## src/rtl/hazard_pkg.sv

```systemverilog
// Shared types for the hazard controller: forward-select codes, FSM states, shadow slots.
// Pure declarations; no timing or flow-control behaviour lives here.
package hazard_pkg;

    localparam logic [1:0] FWD_REG = 2'd0;
    localparam logic [1:0] FWD_WB  = 2'd1;
    localparam logic [1:0] FWD_MEM = 2'd2;

    typedef enum logic [0:0] {
        ST_RUN     = 1'b0,
        ST_MD_WAIT = 1'b1
    } hz_state_e;

    typedef struct packed {
        logic       valid;
        logic [4:0] rd;
        logic       reg_write;
        logic       mem_read;
        logic       muldiv;
    } slot_t;

    localparam slot_t SLOT_EMPTY = '0;

    // x0 is hard-wired, so a write to it never produces a value worth forwarding.
    function automatic logic slot_match(input logic       valid,
                                        input logic       reg_write,
                                        input logic [4:0] rd,
                                        input logic       use_rs,
                                        input logic [4:0] rs);
        return use_rs && valid && reg_write && (rd != 5'd0) && (rd == rs);
    endfunction

endpackage

```

## src/rtl/hazard_ctrl_if.sv

```systemverilog
// ID-stage hazard inputs and EX/pipeline control outputs of the hazard controller.
// master = pipeline side driving ID info, slave = hazard_ctrl.
interface hazard_ctrl_if;

    logic       id_valid;
    logic [4:0] id_rs1;
    logic [4:0] id_rs2;
    logic       id_use_rs1;
    logic       id_use_rs2;
    logic [4:0] id_rd;
    logic       id_reg_write;
    logic       id_mem_read;
    logic       id_muldiv;
    logic       ex_flush_req;
    logic       md_done;

    logic [1:0] forwardA;
    logic [1:0] forwardB;
    logic       stall_if_id;
    logic       bubble_ex;
    logic       flush_if_id;
    logic       hold_ex;
    logic       bubble_mem;
    logic       md_start;

    modport master (
        output id_valid, id_rs1, id_rs2, id_use_rs1, id_use_rs2, id_rd,
               id_reg_write, id_mem_read, id_muldiv, ex_flush_req, md_done,
        input  forwardA, forwardB, stall_if_id, bubble_ex, flush_if_id,
               hold_ex, bubble_mem, md_start
    );

    modport slave (
        input  id_valid, id_rs1, id_rs2, id_use_rs1, id_use_rs2, id_rd,
               id_reg_write, id_mem_read, id_muldiv, ex_flush_req, md_done,
        output forwardA, forwardB, stall_if_id, bubble_ex, flush_if_id,
               hold_ex, bubble_mem, md_start
    );

endinterface

```

## src/rtl/fwd_sel.sv

```systemverilog
// Forward-source priority for one EX operand against the EX and MEM shadow slots.
// Purely combinational; no backpressure.
module fwd_sel
    import hazard_pkg::*;
(
    input  logic       use_i,
    input  logic [4:0] rs_i,
    input  logic       ex_valid_i,
    input  logic [4:0] ex_rd_i,
    input  logic       ex_reg_write_i,
    input  logic       ex_mem_read_i,
    input  logic       mem_valid_i,
    input  logic [4:0] mem_rd_i,
    input  logic       mem_reg_write_i,
    output logic [1:0] sel_o,
    output logic       ex_load_hit_o
);

    logic ex_hit;
    logic mem_hit;

    assign ex_hit        = slot_match(ex_valid_i, ex_reg_write_i, ex_rd_i, use_i, rs_i);
    assign mem_hit       = slot_match(mem_valid_i, mem_reg_write_i, mem_rd_i, use_i, rs_i);
    assign ex_load_hit_o = ex_hit && ex_mem_read_i;

    // A load still in EX has no data yet; an older MEM producer may still cover it.
    always_comb begin
        sel_o = FWD_REG;
        if (ex_hit && !ex_mem_read_i) begin
            sel_o = FWD_MEM;
        end else if (mem_hit) begin
            sel_o = FWD_WB;
        end
    end

endmodule

```

## src/rtl/hazard_ctrl.sv

```systemverilog
// Hazard controller: registered EX forward selects, load-use stall, flush, optional mul/div hold (HAZARD_MULDIV_EN).
// Selects valid in the instruction's first EX cycle; stall/bubble/flush/hold are combinational, hold lasts until md_done.
module hazard_ctrl
    import hazard_pkg::*;
(
    input  logic         clk,
    input  logic         rst_n,
    hazard_ctrl_if.slave hz
);

    hz_state_e  state_q, state_d;
    slot_t      ex_q, ex_d, mem_q, mem_d, wb_q, wb_d;
    logic [1:0] fwd_a_q, fwd_a_d, fwd_b_q, fwd_b_d;
    logic       md_start_q, md_start_d;

    logic [1:0] sel_a, sel_b;
    logic       hit_a, hit_b;
    logic       load_use;
    logic       md_busy;
    logic       stall, bubble, flush;
    logic       md_done_w, id_muldiv_w;

`ifdef HAZARD_MULDIV_EN
    assign md_done_w   = hz.md_done;
    assign id_muldiv_w = hz.id_muldiv;
`else
    assign md_done_w   = 1'b0;
    assign id_muldiv_w = 1'b0;
`endif

    fwd_sel u_fwd_a (
        .use_i           (hz.id_use_rs1),
        .rs_i            (hz.id_rs1),
        .ex_valid_i      (ex_q.valid),
        .ex_rd_i         (ex_q.rd),
        .ex_reg_write_i  (ex_q.reg_write),
        .ex_mem_read_i   (ex_q.mem_read),
        .mem_valid_i     (mem_q.valid),
        .mem_rd_i        (mem_q.rd),
        .mem_reg_write_i (mem_q.reg_write),
        .sel_o           (sel_a),
        .ex_load_hit_o   (hit_a)
    );

    fwd_sel u_fwd_b (
        .use_i           (hz.id_use_rs2),
        .rs_i            (hz.id_rs2),
        .ex_valid_i      (ex_q.valid),
        .ex_rd_i         (ex_q.rd),
        .ex_reg_write_i  (ex_q.reg_write),
        .ex_mem_read_i   (ex_q.mem_read),
        .mem_valid_i     (mem_q.valid),
        .mem_rd_i        (mem_q.rd),
        .mem_reg_write_i (mem_q.reg_write),
        .sel_o           (sel_b),
        .ex_load_hit_o   (hit_b)
    );

    assign load_use = hz.id_valid && (hit_a || hit_b);
    // The cycle md_done arrives behaves as a normal advance, so done-with-start costs one cycle.
    assign md_busy  = (state_q == ST_MD_WAIT) && !md_done_w;

    always_comb begin
        state_d    = state_q;
        ex_d       = ex_q;
        mem_d      = mem_q;
        wb_d       = wb_q;
        fwd_a_d    = fwd_a_q;
        fwd_b_d    = fwd_b_q;
        md_start_d = 1'b0;
        stall      = 1'b0;
        bubble     = 1'b0;
        flush      = 1'b0;

        case (state_q)
            ST_MD_WAIT: begin
                if (md_busy) begin
                    stall = 1'b1;
                    wb_d  = mem_q;
                    mem_d = SLOT_EMPTY;
                end else begin
                    state_d = ST_RUN;
                end
            end
            default: state_d = ST_RUN;
        endcase

        if (!md_busy) begin
            flush  = hz.ex_flush_req;
            stall  = load_use && !flush;
            bubble = flush || load_use;
            wb_d   = mem_q;
            mem_d  = ex_q;
            if (bubble || !hz.id_valid) begin
                ex_d    = SLOT_EMPTY;
                fwd_a_d = FWD_REG;
                fwd_b_d = FWD_REG;
            end else begin
                ex_d    = '{valid: 1'b1, rd: hz.id_rd, reg_write: hz.id_reg_write,
                            mem_read: hz.id_mem_read, muldiv: id_muldiv_w};
                fwd_a_d = sel_a;
                fwd_b_d = sel_b;
            end
            md_start_d = ex_d.valid && ex_d.muldiv;
            if (md_start_d) begin
                state_d = ST_MD_WAIT;
            end
        end
    end

    always_ff @(posedge clk or negedge rst_n) begin
        if (!rst_n) begin
            state_q    <= ST_RUN;
            ex_q       <= SLOT_EMPTY;
            mem_q      <= SLOT_EMPTY;
            wb_q       <= SLOT_EMPTY;
            fwd_a_q    <= FWD_REG;
            fwd_b_q    <= FWD_REG;
            md_start_q <= 1'b0;
        end else begin
            state_q    <= state_d;
            ex_q       <= ex_d;
            mem_q      <= mem_d;
            wb_q       <= wb_d;
            fwd_a_q    <= fwd_a_d;
            fwd_b_q    <= fwd_b_d;
            md_start_q <= md_start_d;
        end
    end

    assign hz.forwardA    = fwd_a_q;
    assign hz.forwardB    = fwd_b_q;
    assign hz.stall_if_id = stall;
    assign hz.bubble_ex   = bubble;
    assign hz.flush_if_id = flush;

`ifdef HAZARD_MULDIV_EN
    assign hz.hold_ex    = md_busy;
    assign hz.bubble_mem = md_busy;
    assign hz.md_start   = md_start_q;
    // WB needs no forwarding (write-first regfile); the slot is kept for pipeline visibility only.
    logic unused_ok;
    assign unused_ok = &{1'b0, wb_q, mem_q.mem_read, mem_q.muldiv, ex_q.muldiv};
`else
    assign hz.hold_ex    = 1'b0;
    assign hz.bubble_mem = 1'b0;
    assign hz.md_start   = 1'b0;
    logic unused_ok;
    assign unused_ok = &{1'b0, wb_q, mem_q.mem_read, mem_q.muldiv, ex_q.muldiv,
                         md_start_q, hz.md_done, hz.id_muldiv};
`endif

endmodule

```

## src/flat_wrapper.sv

```systemverilog
// flat-port wrapper written by rule: the top's interface ports become plain ports
module hazard_ctrl_flat import hazard_pkg::*;
  (clk, rst_n, hz_id_valid, hz_id_rs1, hz_id_rs2, hz_id_use_rs1, hz_id_use_rs2, hz_id_rd, hz_id_reg_write, hz_id_mem_read, hz_id_muldiv, hz_ex_flush_req, hz_md_done, hz_forwardA, hz_forwardB, hz_stall_if_id, hz_bubble_ex, hz_flush_if_id, hz_hold_ex, hz_bubble_mem, hz_md_start);
  hazard_ctrl_if hz_i ();
  input  logic clk;
  input  logic rst_n;
  input wire logic [$bits(hz_i.id_valid)-1:0] hz_id_valid;
  input wire logic [$bits(hz_i.id_rs1)-1:0] hz_id_rs1;
  input wire logic [$bits(hz_i.id_rs2)-1:0] hz_id_rs2;
  input wire logic [$bits(hz_i.id_use_rs1)-1:0] hz_id_use_rs1;
  input wire logic [$bits(hz_i.id_use_rs2)-1:0] hz_id_use_rs2;
  input wire logic [$bits(hz_i.id_rd)-1:0] hz_id_rd;
  input wire logic [$bits(hz_i.id_reg_write)-1:0] hz_id_reg_write;
  input wire logic [$bits(hz_i.id_mem_read)-1:0] hz_id_mem_read;
  input wire logic [$bits(hz_i.id_muldiv)-1:0] hz_id_muldiv;
  input wire logic [$bits(hz_i.ex_flush_req)-1:0] hz_ex_flush_req;
  input wire logic [$bits(hz_i.md_done)-1:0] hz_md_done;
  output wire logic [$bits(hz_i.forwardA)-1:0] hz_forwardA;
  output wire logic [$bits(hz_i.forwardB)-1:0] hz_forwardB;
  output wire logic [$bits(hz_i.stall_if_id)-1:0] hz_stall_if_id;
  output wire logic [$bits(hz_i.bubble_ex)-1:0] hz_bubble_ex;
  output wire logic [$bits(hz_i.flush_if_id)-1:0] hz_flush_if_id;
  output wire logic [$bits(hz_i.hold_ex)-1:0] hz_hold_ex;
  output wire logic [$bits(hz_i.bubble_mem)-1:0] hz_bubble_mem;
  output wire logic [$bits(hz_i.md_start)-1:0] hz_md_start;
  assign hz_i.id_valid = hz_id_valid;
  assign hz_i.id_rs1 = hz_id_rs1;
  assign hz_i.id_rs2 = hz_id_rs2;
  assign hz_i.id_use_rs1 = hz_id_use_rs1;
  assign hz_i.id_use_rs2 = hz_id_use_rs2;
  assign hz_i.id_rd = hz_id_rd;
  assign hz_i.id_reg_write = hz_id_reg_write;
  assign hz_i.id_mem_read = hz_id_mem_read;
  assign hz_i.id_muldiv = hz_id_muldiv;
  assign hz_i.ex_flush_req = hz_ex_flush_req;
  assign hz_i.md_done = hz_md_done;
  assign hz_forwardA = hz_i.forwardA;
  assign hz_forwardB = hz_i.forwardB;
  assign hz_stall_if_id = hz_i.stall_if_id;
  assign hz_bubble_ex = hz_i.bubble_ex;
  assign hz_flush_if_id = hz_i.flush_if_id;
  assign hz_hold_ex = hz_i.hold_ex;
  assign hz_bubble_mem = hz_i.bubble_mem;
  assign hz_md_start = hz_i.md_start;
  hazard_ctrl u_core (.clk(clk), .rst_n(rst_n), .hz(hz_i));
endmodule
```

## config.mk

```make
export PLATFORM = sky130hd
export DESIGN_NAME = hazard_ctrl_flat
export DESIGN_NICKNAME = d
export VERILOG_FILES = /design/src/rtl/hazard_pkg.sv /design/src/rtl/hazard_ctrl_if.sv /design/src/rtl/fwd_sel.sv /design/src/rtl/hazard_ctrl.sv /design/src/flat_wrapper.sv
export SDC_FILE = /design/constraint.sdc
export NUM_CORES = 1
export LEC_CHECK = 0
export BUFFER_PORTS_ARGS = -buffer_cell sky130_fd_sc_hd__clkbuf_2
export CAP_MARGIN = 0
export CORE_ASPECT_RATIO = 0.75
export CORE_UTILIZATION = 43
export CTS_CLUSTER_DIAMETER = 60
export DETAILED_ROUTE_END_ITERATION = 16
export PLACE_DENSITY_LB_ADDON = 0.1
export SLEW_MARGIN = 20
export SYNTH_ARGS = -nofsm -noshare
export SYNTH_HDL_FRONTEND = slang
export SYNTH_SLANG_ARGS = --single-unit
```

## constraint.sdc

```tcl
create_clock -name clk -period 3.5 [get_ports clk]
set_input_delay 0.35 -clock clk [delete_from_list [all_inputs] [get_ports clk]]
set_output_delay 0.35 -clock clk [all_outputs]
set_load 0.03 [all_outputs]
```

Word-level counts from Yosys, hierarchy flattened
Cells that the tools add are included.
Widths: inputs -> output; s select.
- register bits after elaboration: 21
- bits of input ports: 25
- output and inout port bits: 10
- word-level logic and storage cells: 61
- equality and inequality tests: 4
- muxes and demuxes: 15
- reductions and logical operators: 31
- operators with widths (operator ; number):
    $mux 9 ; 3
    $logic_and 1x1->1 ; 23
    $eq 5x5->1 ; 4
    $reduce_bool 5->1 ; 2
    $mux 1 ; 8
    $mux 2 ; 4
    $logic_not 1->1 ; 3
    $logic_or 1x1->1 ; 3

Logic depth before layout (Yosys ltp)
- depth in word-level cells: 14
- mapped depth: 4
- gate-level depth less buffers: 4

By module
From an unflattened synthesis, not the netlist that was laid out.
- cells, all modules: 85
- area total of the unflattened synthesis: 970.9 um2
- modules (own cells, without submodules) (module ; times used ; cells each ; area an instance (um2) ; sequential area each (um2)):
    hazard_ctrl ; 1 ; 41 ; 635.6 ; 475.5
    fwd_sel ; 2 ; 22 ; 167.7 ; 0.0

Worst setup path after synthesis
OpenSTA, ideal clock, no wires.
- path type: register to output
- from: reg u_core.ex_q[4] (netlist name)
- to: out hz_bubble_ex
- arrival: 1.556 ns
- required time: 3.150 ns
- path slack: 1.594 ns
- cell stages (with the launch flop): 5
- buffers on the path: 0
- cells stage by stage: dfrtp_1 -> or4_4 -> o211ai_2 -> nor2_2 -> a31o_1
- longest elaborated chain between the ends: 8
- elaborated cells between the ends (all ways): 13
- classes of those cells: 2 x eq/ne; 1 x mux; 10 x reduce/logical
- ends and longest elaborated chain (item ; line ; RTL):
    start, declared ; hazard_ctrl.sv:12 ; slot_t ex_q, ex_d, mem_q, mem_d, wb_q, wb_d;
    start signal, assigned ; hazard_ctrl.sv:114 ; ex_q <= SLOT_EMPTY;
    start signal, assigned ; hazard_ctrl.sv:122 ; ex_q <= ex_d;
    $reduce_bool 5->1 ; hazard_pkg.sv:30 ; return use_rs && valid && reg_write && (rd != 5'd0) && (rd == rs);
    $logic_and 1x1->1 (2 in series) ; hazard_pkg.sv:30 ;
    $logic_and 1x1->1 ; fwd_sel.sv:24 ; assign ex_load_hit_o = ex_hit && ex_mem_read_i;
    $logic_or 1x1->1 * ; hazard_ctrl.sv:59 ; assign load_use = hz.id_valid && (hit_a || hit_b);
    $logic_and 1x1->1 * ; hazard_ctrl.sv:59 ;
    $logic_or 1x1->1 * ; hazard_ctrl.sv:91 ; bubble = flush || load_use;
    $mux 1 * ; hazard_ctrl.sv:88 ; if (!md_busy) begin
    end, declared ; flat_wrapper.sv:21 ; output wire logic [$bits(hz_i.bubble_ex)-1:0] hz_bubble_ex;
Mark *: on every way between the ends. The rest lies on a longest branch, timed or not.

Final worst setup path
Ends and elaborated chain as after synthesis.

==> metrics.md <==
| Metric | Value |
|---|---|
| Outcome | `finished clean` |
| Skew final | `3.306 ps` |
| Max_cap viols | `0` |
| Startpoint types | `flip-flop` |
| First-pass GRT wire length | `3.312 mm` |
| Main synth FF type | `dfrtp_1` |
| Hold_sp | `hz_id_reg_write` |
| Hold path cells | `3` |
| Comb pwr share | `15.1%` |
| Critical path's top delay family | `simple AND/OR/NAND/NOR gates` |
| GPL Wtd Cong | `0.7993` |
| Relative slew margins | `50.88%` |
| Post-CTS setup buffers | `0` |
| Worst path required time | `3150 ps` |
| Post-synthesis sequential area ratio | `50.33%` |
| DR WL/cell | `13.33 um` |
| Starting DRT DRC Count | `11` |
| Drt total wl | `1.880 mm` |
| Cell Area, Synth | `944.7 um2` |
| Worst-path clk slew | `110 ps` |
| Largest net degree at the start of global routing | `20` |
| TritonCTS Sinks | `19` |
| Max stage delay on crit path | `550 ps` |
| Max IR drop VDD | `0.0002613 V` |
| Commonest cells post-synth | `dfrtp_1 (19), xnor2_1 (12), nand2_1 (11)` |
| Area leader, netlist | `dfrtp_1` |
| Ports | `35` |
| Initial core utilization | `46.49%` |
| Clk pwr share | `27.8%` |
| Cells along the critical path | `or4_4 > o211ai_2 > nor2_2 > a31o_1 > clkbuf_2` |
| Gr ovfl total | `0` |
| Pwr per Cell Area | `361.8 nW/um2` |
| Final net count | `143` |
| GRT Total Usage | `18.42%` |
| Worst r2r src | `u_core.ex_q[4]` |
| Drt pass-1 iters | `4` |
| Seq pwr share | `57.1%` |
| Leak | `0.5645 nW` |
| RSZ-0062 raised after global routing | `no` |
| Max stage delay cell, worst path | `or4_4` |
| Synth top area cells | `dfrtp_1 (50%), xnor2_1 (11%), xor2_1 (7.4%)` |
| CTS root buf | `clkbuf_4` |
| Die area | `2390 um2` |
| Min-Delay Endpoint | `u_core.ex_q[2]` |
| CTS tree | `yes` |
| Cell-internal power | `0.2979 mW` |
| Die width | `56.12 um` |
| Synth Warn # | `0` |
| Vias per cell | `5.043` |
| Measured slew at the worst slew-check pin | `735.2 ps` |
| Row count | `14` |
| Vias in the first global route | `695` |
| CP Capture Type | `output pin` |
| CTS H-tree depth | `1` |
| Switching power total | `0.1123 mW` |
| Die height | `42.59 um` |
| Final Max Tran Viols | `0` |
| Final hold violation count | `0` |
| Endpoints failing setup | `0` |
| Initial antenna violation count | `0` |
| Worst skew pair latency | `300 ps` |
| Yosys top cell area share | `50.33%` |
| Core area | `2032 um2` |
| CTS buffer count | `3` |
| CTS Buffer Depth | `2` |
| Detailed-route via count | `711` |
| Period utilisation layout | `69.22%` |
| HPWL Detailed | `1.487 mm` |
| Port Buffer Count | `29` |
| EDFF count, synth | `0` |
| Number of routed nets with antenna violations | `0` |
| Area growth from synthesis to layout | `20.00%` |
| ANT cells | `0` |
| Min Hold Slack | `222.3 ps` |
| Count of cell types in the netlist | `23` |
| Setup crit start | `u_core.ex_q[4]` |
| Mapped Avg Cell Area | `10.98 um2` |
| Setup tns final | `0 ps` |
| Syn Inst Count | `86` |
| Most numerous cell in the Yosys netlist | `dfrtp_1` |
| # DRC | `0` |
| Synth Register Bits | `19` |
| CP max FO | `10` |
| Final Critical Period | `2423 ps` |
| CTS resizes | `0` |
| Share of layout cells above drive strength 1 | `33.33%` |
| Hold-fix buffers, CTS | `1` |
| WP buf/inv | `1` |
| Reg2Reg Setup Slack | `1820 ps` |
| Critical path class | `flip-flop to output pin` |
| Worst EP arrival | `2070 ps` |
| Asr flop ratio synth | `100.0%` |
| Min-Delay Path Class | `input pin to flip-flop` |
| Reg2reg end | `u_core.hz.forwardB[1]` |
| FF-to-FF path depth | `4` |
| Max Fclk | `412.8 MHz` |
| Switch share | `27.38%` |
==> cells by family (layout without fill, tap and decap cells) <==
kind of cell | count (synthesis) | after routing | synth area share, %
other | 1 | 3 | 0.3970
buffers and inverters | 6 | 35 | 3.973
AOI/OAI and AO/OA | 14 | 14 | 11.92
DFF | 19 | 19 | 50.33
and+or+nand+nor | 26 | 26 | 14.84
xor gates and xnor gates | 20 | 20 | 18.54
==> sequential cells by signal, indices dropped and copies added, names as in the netlist <==
name	count
u_core.ex_q	8
u_core.mem_q	7
u_core.hz.forwardA	2
u_core.hz.forwardB	2
==> layer usage <==
layer	global-route usage (%)	share of wire, %	routed length [um]
met3	6.790	6.6	125
met4	2.927	0	0
met2	29.05	47	881
met1	24.85	46	872
met5	0	0	0
==> tightest hold or removal path, cell delays in order <==
cell and delay (ps):
clkbuf_2 80, nand2_1 40, a21oi_1 30
==> final cells by class <==
cell class                      count  area (um2)
Tap cell                           24       30.03
Timing Repair Buffer               30       155.1
Clock buffer                        3       22.52
Multi-Input combinational cell     63       439.2
Sequential cell                    19       475.5
Fill cell                         190       898.4
Inverter                            1       3.754
Clock inverter                      1       7.507
==> power groups by stage <==
stage	clock network, mW	registers (mW)	logic, mW
finish	0.114	0.234	0.0620
global route	0.133	0.235	0.0699
CTS	0.120	0.234	0.0626
detailed placement	0	0.239	0.0614
global placement	0	0.239	0.0597
floorplan	0	0.236	0.0398
==> through the flow <==
step	cell area, um2	cells	total power [mW]	setup slack, ps	util, %
2_1_floorplan	952.2	88	0.2760	1594	-
3_5_place_dp	1094	136	0.3001	1405	53.82
5_1_grt	1134	141	0.4383	923.4	55.79
3_3_place_gp	1094	136	0.2983	1430	53.82
4_1_cts	1134	141	0.4166	1046	55.79
6_report	1134	141	0.4101	1077	55.79
==> cell usage in the layout, fill, tap and decap left out, types with 2 or more instances in the layout <==
master     n
nand2_1   11
a21oi_1    7
xor2_1     8
clkbuf_4   3
conb_1     3
clkbuf_2  29
and3_1     3
xnor2_1   12
nand4_1    4
nor4_1     3
a211oi_2   2
dfrtp_1   19
==> worst max path at each step <==
stage,endpoint,slack [ps],cells past startpoint
after floorplan,hz_bubble_ex,1590,4
after global placement,hz_bubble_ex,1430,5
after CTS,hz_bubble_ex,1050,5
after detailed placement,hz_bubble_ex,1400,5
final,hz_bubble_ex,1080,5
after global routing,hz_bubble_ex,920,5
(Power assumes the default switching activity.)
